## config.mk

```make
export PLATFORM = sky130hd
export DESIGN_NAME = fc_cmd_arbiter
export DESIGN_NICKNAME = d
export VERILOG_FILES = /design/src/rtl/fc_cmd_arbiter.sv
export SDC_FILE = /design/constraint.sdc
export NUM_CORES = 1
export LEC_CHECK = 0
export ABC_CLOCK_PERIOD_IN_PS = 2000
export CORE_ASPECT_RATIO = 1.25
export CORE_UTILIZATION = 62
export DETAILED_ROUTE_END_ITERATION = 8
export DONT_BUFFER_PORTS = 1
export GPL_TIMING_DRIVEN = 0
export PLACE_DENSITY = 0.78
export SLEW_MARGIN = 20
export SYNTH_ARGS = -nofsm -noshare
export SYNTH_HDL_FRONTEND = slang
export SYNTH_SLANG_ARGS = --single-unit
```

## constraint.sdc

```tcl
create_clock -name clk -period 2 [get_ports clk]
set_clock_uncertainty 0.15 [all_clocks]
set_input_delay 0.5 -clock clk [delete_from_list [all_inputs] [get_ports clk]]
set_output_delay 0.5 -clock clk [all_outputs]
set_load 0.02 [all_outputs]
```

## src/rtl/fc_cmd_arbiter.sv

```systemverilog
// Round-robin arbiter sharing one flash controller command port between two requesters.
// Tracks each granted command through accept and completion, with an accept watchdog.
module fc_cmd_arbiter #(
    parameter int unsigned TIMEOUT = 1000,
    parameter int unsigned TO_W    = 10
) (
    input  logic        clk,
    input  logic        rst,
    input  logic [1:0]  req,
    input  logic [32:0] cmd0,
    input  logic [32:0] cmd1,
    output logic [1:0]  gnt,
    output logic [1:0]  cmp,
    output logic        cmp_err,
    output logic        busy,
    output logic        owner,
    output logic [32:0] fc_cmd,
    output logic        fc_cmd_valid,
    input  logic        fc_done
);

    typedef enum logic [1:0] {StIdle, StIssue, StBusy, StComplete} state_e;

    state_e          state_q, state_d;
    logic [TO_W-1:0] wd_q, wd_d;
    logic            err_q, err_d;
    logic            last_q, last_d;
    logic [1:0]      gnt_d, cmp_d;
    logic            cmp_err_d, busy_d, owner_d, valid_d;
    logic [32:0]     fc_cmd_d;
    logic            winner;
    logic [32:0]     win_cmd;

    // On a tie, the requester that did not win last time gets the port.
    always_comb begin
        if (req == 2'b11) begin
            winner = ~last_q;
        end else begin
            winner = req[1];
        end
        win_cmd = winner ? cmd1 : cmd0;
    end

    always_comb begin
        state_d   = state_q;
        wd_d      = wd_q;
        err_d     = err_q;
        last_d    = last_q;
        gnt_d     = 2'b00;
        cmp_d     = 2'b00;
        cmp_err_d = 1'b0;
        owner_d   = owner;
        valid_d   = fc_cmd_valid;
        fc_cmd_d  = fc_cmd;

        unique case (state_q)
            StIdle: begin
                if ((req != 2'b00) && fc_done) begin
                    gnt_d    = winner ? 2'b10 : 2'b01;
                    owner_d  = winner;
                    fc_cmd_d = win_cmd;
                    wd_d     = '0;
                    // Zero-length commands never reach the controller.
                    if (win_cmd[6:0] != 7'd0) begin
                        valid_d = 1'b1;
                        state_d = StIssue;
                    end else begin
                        err_d   = 1'b1;
                        state_d = StComplete;
                    end
                end
            end
            StIssue: begin
                if (!fc_done) begin
                    valid_d = 1'b0;
                    wd_d    = '0;
                    state_d = StBusy;
                end else if (wd_q == TO_W'(TIMEOUT - 1)) begin
                    valid_d = 1'b0;
                    wd_d    = '0;
                    err_d   = 1'b1;
                    state_d = StComplete;
                end else begin
                    wd_d = wd_q + 1'b1;
                end
            end
            StBusy: begin
                if (fc_done) begin
                    err_d   = 1'b0;
                    state_d = StComplete;
                end
            end
            StComplete: begin
                cmp_d     = owner ? 2'b10 : 2'b01;
                cmp_err_d = err_q;
                last_d    = owner;
                state_d   = StIdle;
            end
            default: state_d = StIdle;
        endcase

        busy_d = (state_d != StIdle);
    end

    always_ff @(posedge clk or negedge rst) begin
        if (!rst) begin
            state_q      <= StIdle;
            wd_q         <= '0;
            err_q        <= 1'b0;
            last_q       <= 1'b1;
            gnt          <= 2'b00;
            cmp          <= 2'b00;
            cmp_err      <= 1'b0;
            busy         <= 1'b0;
            owner        <= 1'b0;
            fc_cmd       <= '0;
            fc_cmd_valid <= 1'b0;
        end else begin
            state_q      <= state_d;
            wd_q         <= wd_d;
            err_q        <= err_d;
            last_q       <= last_d;
            gnt          <= gnt_d;
            cmp          <= cmp_d;
            cmp_err      <= cmp_err_d;
            busy         <= busy_d;
            owner        <= owner_d;
            fc_cmd       <= fc_cmd_d;
            fc_cmd_valid <= valid_d;
        end
    end

endmodule

```

==> impl_results.md <==
* Post-synthesis sequential area ratio at 0.542
* Worst-margin pin slew at 0.470 ns
* Die height at around 74 um
* Tot Pwr at approximately 3.6 mW
* Worst Hold End: fc_cmd[10]
* Min setup slack post-route at roughly 0.11 ns
* IO Count at around 110
* CP arrival at between 1.5 and 2 ns
* Slew Viols, Final at 0
* CP cell instances: a21bo_2 -> buf_2 -> mux2i_1 -> a221o_1
* Post-Route WL at 5480 um
* Distinct cells, synth at about 40
* Clk root buf: clkbuf_8
* Count of final setup violators at 0
* Ys Warns at 0
* Status: finished, final reports clean
* DRC Markers at 0
* Placed instance area at 2610 sq um
* Worst path slowest cell: dfstp_2
* Relative slew slack at 0.687
* DR pass1 iterations at 4
* Mapped Cells at around 260
* Cell Rows at 25
* Worst setup path startpoint: last_q
* Fin nets at approximately 340
* Avg Inst Size Synth at 9.82 sq um
* Initial Utilization at 0.661
* Critical path type: reg -> reg
* GRT Util Overall at 0.265
* Synthesized Nets at approximately 330
* H-Tree Depth at 2
* Finished Layout Cells at 322
* Hold WC Path Type: in -> reg
* Final instance area at around 2800 sq um
* Post-place setup slack at -0.0557 ns
* Layout fillers at roughly 300
* CP startpoint kind: flop
* Reg2Reg Setup Slack at around 0.11 ns
* Maximum VDD drop at 0.796 mV
* Largest net degree at the start of global routing at 56
* Die area at about 4400 sq um
* GRT overflow at 0
* Vias in the first global route at between 1,500 and 2,000
* Tmin final at 1.89 ns
* P_leak at about 1.2 nW
* Clock-pin slew of the registers on the worst-case setup and hold paths at about 0.09 ns
* FF-to-FF End: err_q
* Via count at 2,023
* Clock sink total at 55
* CP delay by family, top: flip-flops
* Most common cell after layout, fill and taps aside: dfrtp_1
* Antenna violations before repair at 0
* IO buf count at 0
* Reg2Reg Depth at 4
* CP Max Fanout at 19
* Multi-input gate area at between 1000 and 1500 sq um
* Final cycle utilization of the critical path at 0.947
* Hold depth at 2
* Flop and latch count out of synthesis at 55
* Die X at between 50 and 60 um
* Hold_sp: cmd0[10]
* Cells after DPL at about 310
* CP bufs+invs at 1
* Global-route wire length before repair at between 8000 and 9000 um
* Most frequent cells in the layout: 54 x dfrtp_1, 44 x nand2_1, 32 x nand3_1, 26 x a22oi_1
* CTS Buffer Depth at 2
* Sequential cell area at around 1400 sq um
* Fmax at between 500 and 600 MHz
* Via-per-instance ratio at approximately 6.3
* Placed wire-length estimate at approximately 4000 um
* Area delta synth->final at 8.46%
* Inserted Clock Buffers at 5
* DR WL/cell at 17.0 um
* N_diodes at 0
* Hold Violations, Final at 0
* Post-route antenna net violation count at 0
* Share of layout cells above drive strength 1 at 0.0896
* CP Capture Type: flop
* Clk_lat worst skew at ~0.3 ns
* Pwr Density at between 1000 and 1500 nW/um^2
* Core ar. at between 3000 and 4000 sq um
* CTS tree: done
* Accumulated negative setup slack at 0 ns
* FF-to-FF Start: last_q
* Max incr delay on CP at 0.54 ns
* Synthesized area at ~2500 sq um
* RD Place Congestion at 0.805
* CP Data Required Time at 2.04 ns
* Maximum capacitance violations at 0
* DRC violation total after the first TritonRoute iteration at around 140
==> per-layer routing <==
layer  wire, um  vias to the layer above  global-route usage
met3        438                        8              0.0951
met1       2270                      957               0.322
met4         69                        0               0.103
met5          0                        -                   0
met2       2700                       98               0.428
li1           -                      960                   -
==> synthesized netlist by cell type <==
cell / n / area, sq um
a211o_1: 1 / 8.76
a211oi_1: 3 / 22.5
a21bo_2: 1 / 10.0
a21boi_0: 1 / 7.51
a21o_1: 3 / 22.5
a21oi_1: 6 / 30.0
a221o_1: 1 / 10.0
a22oi_1: 26 / 195
a32o_1: 1 / 10.0
and2_1: 2 / 12.5
and3_1: 4 / 25.0
and4_1: 1 / 8.76
buf_1: 2 / 7.51
buf_2: 3 / 15.0
buf_6: 1 / 11.3
clkbuf_1: 11 / 41.3
dfrtp_1: 54 / 1350
dfstp_2: 1 / 26.3
ha_1: 1 / 12.5
inv_1: 3 / 11.3
mux2i_1: 8 / 80.1
nand2_1: 44 / 165
nand2b_1: 2 / 12.5
nand3_1: 32 / 160
nand4_1: 4 / 25.0
nor2_1: 9 / 33.8
nor2b_1: 1 / 6.26
nor3_1: 4 / 20.0
nor3_2: 1 / 10.0
nor4_1: 2 / 12.5
nor4bb_1: 1 / 10.0
o211ai_1: 1 / 7.51
o21ai_0: 9 / 45.0
o21ai_2: 1 / 8.76
o21bai_1: 1 / 7.51
o22ai_1: 1 / 6.26
o311ai_0: 1 / 8.76
o31ai_1: 3 / 22.5
or3_1: 2 / 12.5
or4_1: 3 / 22.5
xnor2_1: 3 / 26.3
==> worst max-delay path by stage <==
| stage | slack, ns | cells past startpoint | to |
|---|---|---|---|
| 5_1_grt | -0.01 | 4 | err_q |
| 4_1_cts | 0.02 | 5 | fc_cmd[16] |
| 2_1_floorplan | 0.22 | 5 | fc_cmd[3] |
| 3_5_place_dp | -0.06 | 5 | fc_cmd[3] |
| 6_report | 0.11 | 4 | err_q |
| 3_3_place_gp | -0.04 | 5 | fc_cmd[3] |
==> sequential cells by signal (all words and copies together) (netlist names) <==
| name | count |
|---|---|
| busy | 1 |
| cmp | 2 |
| owner | 1 |
| last_q | 1 |
| fc_cmd_valid | 1 |
| fc_cmd | 33 |
| err_q | 1 |
| state_q | 2 |
| cmp_err | 1 |
| wd_q | 10 |
| gnt | 2 |
==> logic make-up (layout without fill, tap and decap cells) <==
| kind of cell | count (synthesis) | after routing | share of synthesized area |
|---|---|---|---|
| and+or+nand+nor | 112 | 112 | 0.211 |
| AOI/OAI and AO/OA | 60 | 60 | 0.166 |
| DFF | 55 | 55 | 0.542 |
| buffers and inverters | 20 | 29 | 0.0340 |
| muxes | 8 | 8 | 0.0315 |
| xor gates and xnor gates | 3 | 3 | 0.0103 |
| adders and majority gates | 1 | 1 | 0.00492 |
==> timing repair <==
action / CTS / global route
hold endpoints to repair: 55 / 0
cloned: 0 / 0
endpoints found under the setup margin: 3 / 36
gates resized for setup: 0 / 16
buffers inserted: 0 / 1
hold buffers: 2 / 0
==> per-stage QoR <==
stage / hold WS, ns / util
2_1_floorplan: 0.0544 / -
6_report: 0.160 / 0.717
4_1_cts: 0.152 / 0.709
3_3_place_gp: 0.0553 / 0.678
3_5_place_dp: 0.0553 / 0.678
5_1_grt: 0.148 / 0.717
==> where the power goes <==
part | total [mW] | internal, mW | switching, mW
logic | 0.778 | 0.351 | 0.427
clock network | 0.582 | 0.245 | 0.337
registers | 2.24 | 1.50 | 0.737
total | 3.60 | 2.10 | 1.50
==> area by class of cell <==
cell class,count,share of cell area
inverter,3,0.00408
multi-input combinational,184,0.397
clock inverter,2,0.00454
timing repair buffer,3,0.0163
sequential,55,0.500
clock buffer,6,0.0263
buffer,15,0.0277
tap,54,0.0245
(Power assumes the default switching activity.)
